==> config.mk <==
export PLATFORM = sky130hd
export DESIGN_NAME = pzbcm_fifo_upsizer
export DESIGN_NICKNAME = d
export VERILOG_FILES = /design/src/rtl/pzbcm_fifo_upsizer.sv
export SDC_FILE = /design/constraint.sdc
export NUM_CORES = 1
export LEC_CHECK = 0
export CAP_MARGIN = 10
export CORE_UTILIZATION = 45
export CTS_BUF_LIST = sky130_fd_sc_hd__clkbuf_8
export DETAILED_ROUTE_END_ITERATION = 6
export PLACE_DENSITY = 0.76
export SLEW_MARGIN = 0
export SYNTH_ARGS = -nofsm -noshare
export SYNTH_HDL_FRONTEND = slang
export SYNTH_SLANG_ARGS = --single-unit
==> constraint.sdc <==
create_clock -name i_clk -period 3.5 [get_ports i_clk]
set_clock_uncertainty 0.05 [all_clocks]
set_input_delay 0.875 -clock i_clk [delete_from_list [all_inputs] [get_ports i_clk]]
set_output_delay 0.875 -clock i_clk [all_outputs]
set_load 0.03 [all_outputs]
==> src/rtl/pzbcm_fifo_upsizer.sv <==
// rtl/pzbcm_fifo_upsizer.sv - packs RATIO narrow FWFT FIFO entries into one wide word
// Partial words leave via flush; output is a registered valid/ready stage with per-slot strobes.
module pzbcm_fifo_upsizer #(
  parameter int WIDTH     = 8,
  parameter int RATIO     = 4,
  parameter int OUT_WIDTH = WIDTH * RATIO,
  parameter int CNT_WIDTH = $clog2(RATIO)
) (
  input  logic                 i_clk,
  input  logic                 i_rst,
  input  logic                 i_empty,
  output logic                 o_pop,
  input  logic [WIDTH-1:0]     i_data,
  input  logic                 i_flush,
  output logic                 o_valid,
  input  logic                 i_ready,
  output logic [OUT_WIDTH-1:0] o_data,
  output logic [RATIO-1:0]     o_strobe
);

  localparam logic [CNT_WIDTH-1:0] LAST = CNT_WIDTH'(RATIO - 1);

  logic [CNT_WIDTH-1:0] cnt_q, cnt_d;
  logic [OUT_WIDTH-1:0] acc_q, acc_d;
  logic [RATIO-1:0]     msk_q, msk_d;
  logic                 fp_q, fp_d;
  logic                 valid_q, valid_d;
  logic [OUT_WIDTH-1:0] data_q, data_d;
  logic [RATIO-1:0]     strb_q, strb_d;

  logic                 out_free;
  logic                 is_last;
  logic                 accept;
  logic                 pop;
  logic [OUT_WIDTH-1:0] acc_w;
  logic [RATIO-1:0]     msk_w;

  always_comb begin
    out_free = !valid_q || i_ready;
    is_last  = (cnt_q == LAST);
    accept   = !fp_q && !(is_last && !out_free);
    pop      = !i_rst && !i_empty && accept;

    // Word as it stands after this cycle's pop, used by both completion and flush
    acc_w = acc_q;
    msk_w = msk_q;
    for (int k = 0; k < RATIO; k++) begin
      if (pop && (cnt_q == CNT_WIDTH'(k))) begin
        acc_w[k*WIDTH +: WIDTH] = i_data;
        msk_w[k]                = 1'b1;
      end
    end

    cnt_d   = cnt_q;
    acc_d   = acc_q;
    msk_d   = msk_q;
    fp_d    = fp_q;
    valid_d = valid_q && !i_ready;
    data_d  = data_q;
    strb_d  = strb_q;

    if (pop && is_last) begin
      valid_d = 1'b1;
      data_d  = acc_w;
      strb_d  = '1;
      cnt_d   = '0;
      acc_d   = '0;
      msk_d   = '0;
      fp_d    = 1'b0;
    end else if (i_flush || fp_q) begin
      if (msk_w == '0) begin
        fp_d = 1'b0;
      end else if (out_free) begin
        valid_d = 1'b1;
        data_d  = acc_w;
        strb_d  = msk_w;
        cnt_d   = '0;
        acc_d   = '0;
        msk_d   = '0;
        fp_d    = 1'b0;
      end else begin
        // Hold the partial word and stall pops until the output register drains
        acc_d = acc_w;
        msk_d = msk_w;
        cnt_d = pop ? cnt_q + CNT_WIDTH'(1) : cnt_q;
        fp_d  = 1'b1;
      end
    end else if (pop) begin
      acc_d = acc_w;
      msk_d = msk_w;
      cnt_d = cnt_q + CNT_WIDTH'(1);
    end
  end

  always_ff @(posedge i_clk or posedge i_rst) begin
    if (i_rst) begin
      cnt_q   <= '0;
      acc_q   <= '0;
      msk_q   <= '0;
      fp_q    <= 1'b0;
      valid_q <= 1'b0;
      data_q  <= '0;
      strb_q  <= '0;
    end else begin
      cnt_q   <= cnt_d;
      acc_q   <= acc_d;
      msk_q   <= msk_d;
      fp_q    <= fp_d;
      valid_q <= valid_d;
      data_q  <= data_d;
      strb_q  <= strb_d;
    end
  end

  assign o_pop    = pop;
  assign o_valid  = valid_q;
  assign o_data   = data_q;
  assign o_strobe = strb_q;

endmodule

### Yosys cells after proc, flatten, opt, wreduce, memory -nomap -nowiden

Index checks and enable logic that the tools add are counted.

| cells by class | value |
|---|---|
| add/subtract/negate cells | 1 |
| equal/unequal tests | 5 |
| muxes and demuxes | 39 |
| reductions and logical operators | 25 |

Operators with widths:

| kind | count |
|---|---|
| $mux 32 | 9 |
| $mux 4 | 9 |
| $mux 8 | 4 |
| $mux 1 | 12 |
| $mux 2 | 5 |
| $logic_and 1x1->1 | 9 |
| $logic_not 1->1 | 7 |
| $eq 2x2->1 const B | 2 |
| $logic_not 4->1 | 1 |
| $reduce_bool 2->1 | 2 |
| $ne 3x3->1 const B | 1 |
| $reduce_and 3->1 | 1 |
| $reduce_bool 3->1 | 1 |
| $add 2x1->2 const B | 1 |
| $eq 2x1->1 const B | 1 |
| $logic_not 2->1 | 1 |
| $logic_or 1x1->1 | 2 |
| $ne 2x2->1 const B | 1 |
| $reduce_and 2->1 | 1 |

| word-level totals | value |
|---|---|
| register bits after elaboration | 76 |
| output and inout bits | 38 |

### Longest topological paths before layout

Gate-level depths: netlist of run 1.

| depth | value |
|---|---|
| depth in word-level cells | 13 |
| mapped depth | 8 |
| mapped depth without buffers | 6 |

### Worst setup path before layout of run 1

OpenSTA, ideal clock, no wires.

| timing path | value |
|---|---|
| path type | input to output |
| start | input i_empty |
| end | output o_pop |
| arrival | 1.576 ns |
| required time | 2.575 ns |
| path slack | 0.999 ns |
| stages | 3 |
| path through | nor3_4 nand2_1 inv_1 |

| on the way | value |
|---|---|
| word-level cells in the longest chain between the ends | 3 |

RTL lines:

| item | RTL line | source |
|---|---|---|
| start: declaration | 11 | `input logic i_empty,` |
| $logic_not 1->1 | 42 | `pop = !i_rst && !i_empty && accept;` |
| $logic_and 1x1->1 (2 in series) | 42 |  |
| end: declaration | 12 | `output logic o_pop,` |

No other way between the ends.

### Worst setup path after layout of run 1

Ends and elaborated chain as after synthesis.

==> results of run 1 <==
==> registers in the layout (all words and copies together), names as in the netlist <==
signal / count
cnt_q: 2
fp_q: 1
msk_q: 4
o_data: 32
o_strobe: 4
o_valid: 1
acc_q: 32
==> layout by cell type, fill, tap and decap left out, types with 3 or more instances in the layout <==
cell type and count:
dfrtp_1 76, mux2_2 67, clkdlybuf4s50_1 49, nand4_1 48, inv_1 33, o211ai_1 24
clkbuf_8 10, buf_4 10, nor2_1 8, nor2b_1 8, nand3_1 7, and3_1 4
ha_1 4, a21oi_1 3
==> where the power goes <==
| group | internal (mW) | total, mW | switching (mW) |
|---|---|---|---|
| logic | 0.894 | 1.88 | 0.981 |
| clock network | 0.265 | 0.572 | 0.308 |
| registers | 1.22 | 1.45 | 0.226 |
==> metal layers <==
layer / up-vias / wire, um / track usage (%)
li1: 1292 / - / -
met1: 1351 / 3840 / 29.7
met2: 77 / 3830 / 30.3
met3: 11 / 464 / 3.66
met4: 0 / 133 / 7.82
met5: - / 0 / 0
==> cells by family after synthesis <==
kind of cell	after synthesis
adder cells (fa/ha/maj)	4
flip-flops	76
buffers and inverters	54
multiplexers	68
AO/OA/AOI/OAI	34
AND/OR/NAND/NOR	89
==> layout make-up <==
class | count | area [um^2]
Fill cell | 733 | 3660
Sequential cell | 76 | 1900
Multi-Input combinational cell | 195 | 1620
Timing Repair Buffer | 60 | 586
Clock buffer | 10 | 138
Tap cell | 105 | 131
Inverter | 30 | 113
Clock inverter | 6 | 25.0
==> worst reg2reg max path: stages, from the launching register on <==
cell	delay (ns)
dfrtp_1	0.40
inv_1	0.10
ha_1	0.24
or4_4	0.57
o211ai_2	0.19
a22oi_2	0.09
buf_4	0.30
mux2_2	0.34
==> through the flow <==
stage | cells | area, um^2
floorplan | 325 | 3770
global placement | 466 | 4350
detailed placement | 466 | 4350
CTS | 482 | 4520
global route | 482 | 4520
finish | 482 | 4520
==> how the worst min path moves through the flow <==
stage	startpoint	endpoint	slack, ns	cells after the start
after global placement	acc_q[27]$_DFFE_PP0P_	acc_q[27]$_DFFE_PP0P_	0.43	1
after CTS	acc_q[26]$_DFFE_PP0P_	acc_q[26]$_DFFE_PP0P_	0.45	1
after global routing	acc_q[29]$_DFFE_PP0P_	acc_q[29]$_DFFE_PP0P_	0.47	1
final	acc_q[26]$_DFFE_PP0P_	acc_q[26]$_DFFE_PP0P_	0.45	1
after floorplan	acc_q[24]$_DFFE_PP0P_	acc_q[24]$_DFFE_PP0P_	0.41	1
after detailed placement	acc_q[26]$_DFFE_PP0P_	acc_q[26]$_DFFE_PP0P_	0.43	1
==> qor.yml, run 1 <==
floorplanning:
  start_util_pct: 46.1
  core-area_um2: 8180
  io_pins: 51
  die_x_um: 93.5
  die_h_um: 93.5
  die_area_um2: 8750
  num_rows: 33
synthesis:
  synth_ff_type: "dfrtp_1"
  synthMuxAreaShare_pct: 20.3
  synth_commonest_cells: "dfrtp_1, mux2_2, nand4_1"
  synthSimpleGateAreaFrac_pct: 14.7
  synth_top_family_by_area: "multiplexers"
  synth_top_cell_by_area: "dfrtp_1"
  synth_top_area_share_pct: 50.4
  synth_area_leaders: "dfrtp_1, mux2_2, nand4_1, o211ai_1, inv_1"
  synth_compound_area_share_pct: 6.64
  ys_warn_count: 0
  synth.avg_cell_area_um2: 11.6
  synth.most_common_cell: "dfrtp_1"
  synth_edf_count: 0
  yosysSeqAreaShare_pct: 50.4
  synth-adder-area-share_pct: 1.33
  syn_nets: 342
  synth.distinct_cells: 32
  netlist_instances: 325
  synth_xor_area_share_pct: 0
  synth_area_um2: 3770
  ys_ff_latch: 76
  synthArstFlopShare_pct: 100
global_routing:
  grt_pass1_wl_mm: 13.6
  grtUsageTotal_pct: 20.4
  overflow: 0
  grt_pass1_vias: 2635
  grt_max_degree: 62
  antenna_found_initial: 0
sta:
  hold_viol: 0
  fmax_mhz: 318
  worst_slack_ns: 0.360
  report.final.setup_viol: 0
  period_needed_ns: 3.14
  hold_slack_ns: 0.449
  finalSetupTns_ns: 0
  rsz0062_at_grt: "no"
  post-route-period-util_pct: 89.7
  drv_slew: 0
  max_slew_margin_pct: 55.9
  tightest_slew_ns: 0.661
setup_path:
  path_buf_inv: 3
  reg2regPathDepth: 7
  max_stage_delay_ns: 0.45
  critPathKind: "in2out"
  reg2reg_slack_ns: 1.10
  r2r-start: "cnt_q[0]$_DFFE_PP0P_"
  crit_required_ns: 2.57
  startpoint_type: "input port"
  endpoint: "o_pop"
  crit_chain: "clkdlybuf4s50_1, nor3_4, nand2_1, inv_1, buf_4"
  crit_arrival_ns: 2.22
  critPathMaxFanout: 10
  critPathCaptureType: "output pin"
  crit_slowest_cell: "clkdlybuf4s50_1"
  regToRegEndpoint: "o_data[22]$_DFFE_PP0P_"
  path_depth: 5
  startpoint: "i_empty"
  critPathTopFamily: "buffers and inverters"
layout:
  layout-drive-gt1-share_pct: 26.3
  antennaDiodeCount: 0
  syn2layout_area_growth_pct: 19.8
  final_util_pct: 55.2
  final_net_count: 389
clock_network:
  cts_resized: 0
  cts.htree.levels: 3
  tritoncts: "done"
  cts_buffers: 9
  cts_buffer_depth: 2
  hold_buffers: 0
  clkSinkCount: 76
  cts.clk_slew.worst_paths_ns: 0.07
  cts_root_buffer: "clkbuf_8"
  post_cts_buffers: 0
  clk_latency_ns: 0.34
place:
  io_buffer_count: 50
  gp_congestion: 0.798
  dp_hpwl_mm: 5.21
  place_ws_ns: 0.369
detailed_routing:
  routed_wirelength_mm: 8.27
  vias: 2731
  first_pass_iters: 4
  drt_iter0_drc: 211
  viasPerCell: 5.67
  ant_nets: 0
  drc_errors: 0
  wl_per_cell_um: 17.2
min_path:
  hold_class: "reg2reg"
power_and_ir_drop:
  irDropWorstVdd_mv: 0.438
  leakage_nw: 1.98
  finalPower_mw: 3.90
  powerDensity_nw_per_um2: 863
outcome:
  status: "finished clean"
run:
  max-cap-violations: 0
No activity file was read; power rests on OpenSTA's default activity.
==> run 2: changes to the inputs <==
- SKIP_LAST_GASP: default -> 1
==> results of run 2 <==
No change in the layout: final DEF, timing and power equal those of run 1.
==> run 3: changes to the inputs <==
- CORE_MARGIN: default -> 2
==> run 3 against run 2 <==
- critical path depth is the same
- largest cell class unchanged
- global-route usage rose by 0.21 points
- core utilization rose by 0.72 points
- register-to-register slack gained 0.07 ns
- count of clock-buffer cells in the layout is the same
- critical path type unchanged
- final cell count is 0.21% higher
- combinational power about the same
- critical endpoint unchanged
- worst hold slack better by 0.0029 ns
==> qor.yml, run 3 (synthesis results as in run 1) <==
layout:
  final_cell_mix: "dfrtp_1, mux2_2, clkdlybuf4s50_1"
  antennaDiodeCount: 0
  final_util_pct: 56.0
  seqCellArea_um2: 1900
  final_net_count: 390
  fillers: 732
  syn2layout_area_growth_pct: 21.3
  layout-drive-gt1-share_pct: 27.5
  final_common_cell: "dfrtp_1"
  multi_input_area_um2: 1620
clock_network:
  cts_resized: 0
  post_cts_buffers: 0
  clkSinkCount: 76
  hold_buffers: 0
  cts.htree.levels: 3
  cts_buffers: 9
  cts.clk_slew.worst_paths_ns: 0.08
  cts_buffer_depth: 2
  clk_latency_ns: 0.35
  cts_root_buffer: "clkbuf_8"
  tritoncts: "done"
floorplanning:
  core-area_um2: 8180
  die_h_um: 95.5
  die_area_um2: 9130
  io_pins: 51
  num_rows: 33
  start_util_pct: 46.1
  die_x_um: 95.5
power_and_ir_drop:
  leakage_nw: 1.99
  irDropWorstVdd_mv: 0.426
  powerDensity_nw_per_um2: 883
  finalPower_mw: 4.04
outcome:
  status: "finished clean"
detailed_routing:
  wl_per_cell_um: 17.6
  drc_errors: 0
  first_pass_iters: 4
  ant_nets: 0
  drt_iter0_drc: 242
  viasPerCell: 5.62
  vias: 2715
  routed_wirelength_mm: 8.52
sta:
  tightest_slew_ns: 0.625
  report.final.setup_viol: 0
  finalSetupTns_ns: 0
  rsz0062_at_grt: "no"
  max_slew_margin_pct: 58.3
  drv_slew: 0
  fmax_mhz: 334
  hold_viol: 0
  post-route-period-util_pct: 85.7
  period_needed_ns: 3.00
global_routing:
  grtUsageTotal_pct: 20.7
  grt_max_degree: 62
  antenna_found_initial: 0
  grt_pass1_wl_mm: 14.3
  grt_pass1_vias: 2763
  overflow: 0
min_path:
  whs_endpoint: "acc_q[26]$_DFFE_PP0P_"
  min_from: "acc_q[26]$_DFFE_PP0P_"
  min_path_cells: 1
  hold_class: "reg2reg"
place:
  gp_congestion: 0.873
  dp_hpwl_mm: 5.46
  io_buffer_count: 50
setup_path:
  regToRegEndpoint: "o_data[1]$_DFFE_PP0P_"
  reg2reg_slack_ns: 1.17
  crit_required_ns: 2.57
  r2r-start: "cnt_q[0]$_DFFE_PP0P_"
  critPathKind: "in2out"
  startpoint_type: "input port"
  critPathMaxFanout: 7
  reg2regPathDepth: 7
  crit_arrival_ns: 2.07
  critPathCaptureType: "output pin"
run:
  max-cap-violations: 0
==> run 3: worst max-delay path by stage <==
stage | startpoint | to | slack, ns | cells past startpoint
floorplan | i_rst | acc_q[0]$_DFFE_PP0P_ | 0.64 | 1
global placement | i_rst | o_data[28]$_DFFE_PP0P_ | 0.48 | 7
detailed placement | i_rst | o_data[24]$_DFFE_PP0P_ | 0.41 | 7
CTS | i_empty | o_pop | 0.51 | 5
global route | i_rst | o_pop | 0.39 | 5
finish | i_empty | o_pop | 0.50 | 5
==> run 3: stage by stage <==
step	instances	hold slack [ns]	setup WS, ns	area [um^2]
2_1_floorplan	325	0.408	0.637	3770
3_3_place_gp	467	0.427	0.476	4370
3_5_place_dp	467	0.430	0.408	4370
4_1_cts	483	0.459	0.508	4580
5_1_grt	483	0.471	0.390	4580
6_report	483	0.452	0.502	4580
==> run 3: critical path: stages <==
cell	delay, ns
clkdlybuf4s50_1	0.44
nor3_4	0.28
nand2_1	0.16
inv_1	0.14
buf_4	0.18
==> run 3: area by class of cell <==
type | instances | area share [%]
Clock buffer | 10 | 3.01
Tap cell | 105 | 2.87
Sequential cell | 76 | 41.6
Timing Repair Buffer | 61 | 13.2
Inverter | 30 | 2.46
Multi-Input combinational cell | 195 | 35.5
Clock inverter | 6 | 1.39
==> run 3: routing by layer <==
metal,up-vias,global-route usage [%],share of wire (%)
met1,1349,29.9,47
met4,0,9.40,0.87
met5,-,0,0
li1,1290,-,-
met2,67,30.6,48
met3,9,3.16,4.8
==> run 3: power breakdown <==
part	leakage [nW]	switching (mW)	internal [mW]	total (mW)
Clock	0.0983	0.333	0.347	0.680
Combinational	0.967	1.00	0.910	1.91
Sequential	0.926	0.222	1.22	1.45
Total	1.99	1.56	2.48	4.04
==> RTL edit 1, RTL diff (settings of run 2) <==
The parameter `WIDTH` goes from 8 to 6.
--- a/src/rtl/pzbcm_fifo_upsizer.sv
+++ b/src/rtl/pzbcm_fifo_upsizer.sv
@@ -1,7 +1,7 @@
 // rtl/pzbcm_fifo_upsizer.sv - packs RATIO narrow FWFT FIFO entries into one wide word
 // Partial words leave via flush; output is a registered valid/ready stage with per-slot strobes.
 module pzbcm_fifo_upsizer #(
-  parameter int WIDTH     = 8,
+  parameter int WIDTH     = 6,
   parameter int RATIO     = 4,
   parameter int OUT_WIDTH = WIDTH * RATIO,
   parameter int CNT_WIDTH = $clog2(RATIO)
Ports: changed (resized i_data and o_data); port bits go from 51 to 41. No check against the original RTL was run, so the function may have changed too.
==> RTL edit 1 against run 2 <==
- the flow now finishes with violations (DRC)
- count of clock-buffer cells in the layout is the same
- sequential cell count is 16 lower
- wire length decreased by 14%
- cell area shrank 17%
- combinational power fell by 30%
- power is 25% lower
- non-clock buffer count fell by 9
- area after synthesis fell by 19%
- setup slack improved by 84 ps
- fmax increased by 2.8%
- core utilization is 2.6 points higher
- critical endpoint unchanged
==> RTL edit 1: results (changes against run 2) <==
| Stage | Item | This run | Change |
| --- | --- | --- | --- |
| drt | DRC viols | 2 | was 0 |
| logic synthesis | Synth Area in Compound Gates | 0.1413 | was 0.06636 |
| logic synthesis | Mux contribution to synthesized area | 0.1922 | was 0.2027 |
| drt | Pre-antenna DRT Iters | 6 | was 4 |
| global route | Number of global-route vias before repair | 2345 | was 2635 |
| placement | Inst Count DP | 369 | was 466 |
| outcome | Result of the run | finished with violations | was finished clean |
| cells and area | Net total in the final layout | 318 | was 389 |
| global route | GRT met1 Usage | 0.2989 | was 0.2975 |
| critical path | Crit path from | i_rst | was i_empty |
| logic synthesis | Post-Syn Nets | 277 | was 342 |
| critical path | R2R Setup Slk | 1060 ps | was 1100 ps |
| logic synthesis | Top cell types by occurrence after synthesis | sky130_fd_sc_hd__dfrtp_1, sky130_fd_sc_hd__mux2_2, sky130_fd_sc_hd__nand3_1, sky130_fd_sc_hd__o211ai_1, sky130_fd_sc_hd__o2111ai_1 | was sky130_fd_sc_hd__dfrtp_1, sky130_fd_sc_hd__mux2_2, sky130_fd_sc_hd__nand4_1, sky130_fd_sc_hd__inv_1, sky130_fd_sc_hd__o211ai_1 |
| global route | Maximum number of pins on one net before global-route repair | 41 | was 62 |
| drt | Post-DR vias/cell | 6.055 | was 5.666 |
| placement | Half-perimeter wire length after detailed placement | 4522 µm | was 5214 µm |
| outcome | Failing checks | DRC |  |
| cells and area | Fill cell count | 527 | was 733 |
| pwr | Switching pwr | 1150 µW | was 1515 µW |
| placement | Total placed instance area | 3546 µm² | was 4354 µm² |
| logic synthesis | Fraction of the yosys area taken by sequential cells | 0.4928 | was 0.5043 |
| pwr | Proportion of power drawn by the clock network | 0.210 | was 0.147 |
| pwr | Leak pwr | 0.001694 µW | was 0.001985 µW |
| cells and area | Non-filler instance count after layout | 384 | was 482 |
| drt | 1st-iter DRT viols | 162 | was 211 |
-- RTL edit 1: cell types whose count changed after synthesis, moves of 15 or more --
cell,before,now
sky130_fd_sc_hd__nand4_1,48,0
sky130_fd_sc_hd__nand3_1,7,42
sky130_fd_sc_hd__inv_1,30,7
sky130_fd_sc_hd__o2111ai_1,0,18
sky130_fd_sc_hd__dfrtp_1,76,60
sky130_fd_sc_hd__mux2_2,67,52
-- RTL edit 1: critical path, cell delays in order --
cell and delay [ps]:
sky130_fd_sc_hd__clkdlybuf4s50_1 490, sky130_fd_sc_hd__nor3_4 410, sky130_fd_sc_hd__nand2_1 130, sky130_fd_sc_hd__inv_1 70
sky130_fd_sc_hd__buf_4 150
-- RTL edit 1: cell type report --
class	instances	share of cell area
timing repair buffer	51	0.1353
clock inverter	5	0.01407
tap	77	0.02579
clock buffer	10	0.03684
multi-input combinational	174	0.3791
sequential	60	0.4019
inverter	7	0.007033
==> RTL edit 2, RTL diff (config.mk and constraints of run 2) <==
Made on the original files. Reset style: synchronous (`i_rst`), changed in one clocked block.
--- a/src/rtl/pzbcm_fifo_upsizer.sv
+++ b/src/rtl/pzbcm_fifo_upsizer.sv
@@ -92,7 +92,7 @@
     end
   end
 
-  always_ff @(posedge i_clk or posedge i_rst) begin
+  always_ff @(posedge i_clk) begin
     if (i_rst) begin
       cnt_q   <= '0;
       acc_q   <= '0;
Function: differs if i_rst is asserted again (counterexample within 4 cycles, from zero or initial values and one cycle with i_rst high); with i_rst held inactive, the same outputs for 4 cycles.
==> RTL edit 2 against run 2 <==
- hold slack lost 35 ps
- area after synthesis shrank 5.6%
- setup slack gained 64 ps
- wire length grew 6.5%
- cell area shrank 6.7%
- die area shrank 5.5%
- global-route usage grew 1.1 points
- sequential cell count is the same
- largest cell class is now multi-input gates
Power is not compared: it rests on default switching activity, and its combinational part moved more than twofold at a synthesized area within 25%.
==> RTL edit 2: results (changes against run 2) <==
| Stage | Item | This run | Change |
| --- | --- | --- | --- |
| placement | Post-Place Setup Slack | 402.6 ps | was 369.1 ps |
| global route | Global Route met3 Usage | 0.03350 | was 0.03659 |
| critical path | Critical path data arrival time | 2150 ps | was 2220 ps |
| critical path | Longest individual stage delay on the worst path | 520 ps | was 450 ps |
| logic synthesis | Post-Synth Adder-Cell Area | 0.01405 | was 0.01327 |
| logic synthesis | Post-Syn Nets | 396 | was 342 |
| drt | DR WL/cell | 16.93 µm | was 17.16 µm |
| drt | Detailed-routed wire length on met2 | 4462 µm | was 3831 µm |
| logic synthesis | Mux contribution to synthesized area | 0.04498 | was 0.2027 |
| global route | GRT met1 Usage | 0.2685 | was 0.2975 |
| global route | Maximum number of pins on one net before global-route repair | 40 | was 62 |
| placement | Final weighted congestion in routability-driven placement | 0.8683 | was 0.7980 |
| placement | Inst Count DP | 504 | was 466 |
| cells and area | Fill cell count | 715 | was 733 |
| logic synthesis | Async SR Flop Fraction | 0 | was 1.000 |
| cells and area | Sequential cell area in the final layout | 1521 µm² | was 1902 µm² |
| pwr | Power, Total | 2131 µW |  |
| global route | Number of global-route vias before repair | 2926 | was 2635 |
| outcome | Result of the run | finished clean | unchanged |
| logic synthesis | Synth top area share | 0.4273 | was 0.5043 |
| logic synthesis | Number of instances in the synthesized netlist | 379 | was 325 |
| drt | 1st-iter DRT viols | 176 | was 211 |
| timing | Worst slew slack as a fraction of its limit | 0.5144 | was 0.5590 |
| logic synthesis | Fraction of the yosys area taken by sequential cells | 0.4273 | was 0.5043 |
| global route | Met2 Usage GRT | 0.3573 | was 0.3033 |
| logic synthesis | Top cell types by occurrence after synthesis | sky130_fd_sc_hd__dfxtp_1, sky130_fd_sc_hd__a21oi_1, sky130_fd_sc_hd__nand2_1, sky130_fd_sc_hd__a311oi_1 | was sky130_fd_sc_hd__dfrtp_1, sky130_fd_sc_hd__mux2_2, sky130_fd_sc_hd__nand4_1, sky130_fd_sc_hd__inv_1, sky130_fd_sc_hd__o211ai_1 |
| drt | Met3 wire length | 341 µm | was 464 µm |
| logic synthesis | Number of different library cells in the post-synthesis netlist | 40 | was 32 |
| cells and area | Non-filler instance count after layout | 520 | was 482 |
| logic synthesis | Synth Area in Compound Gates | 0.2916 | was 0.06636 |
| placement | Half-perimeter wire length after detailed placement | 5956 µm | was 5214 µm |
## RTL edit 2: cell count changes after synthesis, sizes merged, moves of 11 or more
cell	delta
dfxtp	+76
inv	-23
clkbuf	+11
a311oi	+44
a21oi	+62
dfrtp	-76
nand2	+61
mux2	-67
mux2i	+15
o211ai	-25
nand4	-48
a211oi	+16
## RTL edit 2: worst paths after layout
path	start	endpoint	slack, ps	cells past startpoint
setup / recovery	i_ready	o_pop	420	5
hold / removal	acc_q[31]	acc_q[31]	410	1
hold reg to reg	acc_q[31]	acc_q[31]	410	1
setup reg to reg	cnt_q[0]	acc_q[6]	1080	7
## RTL edit 2: critical path, delay by kind of cell
kind | cells | cell delay, ps
buffers and inverters | 3 | 880
AND/OR/NAND/NOR | 2 | 400
## RTL edit 2: cell type report
type | instances | area share
clock inverters | 7 | 0.02909
inverters | 7 | 0.006233
repair buffers | 60 | 0.1359
multi-input cells | 259 | 0.4081
well taps | 102 | 0.03028
flip-flops and latches | 76 | 0.3609
clock buffers | 9 | 0.02939
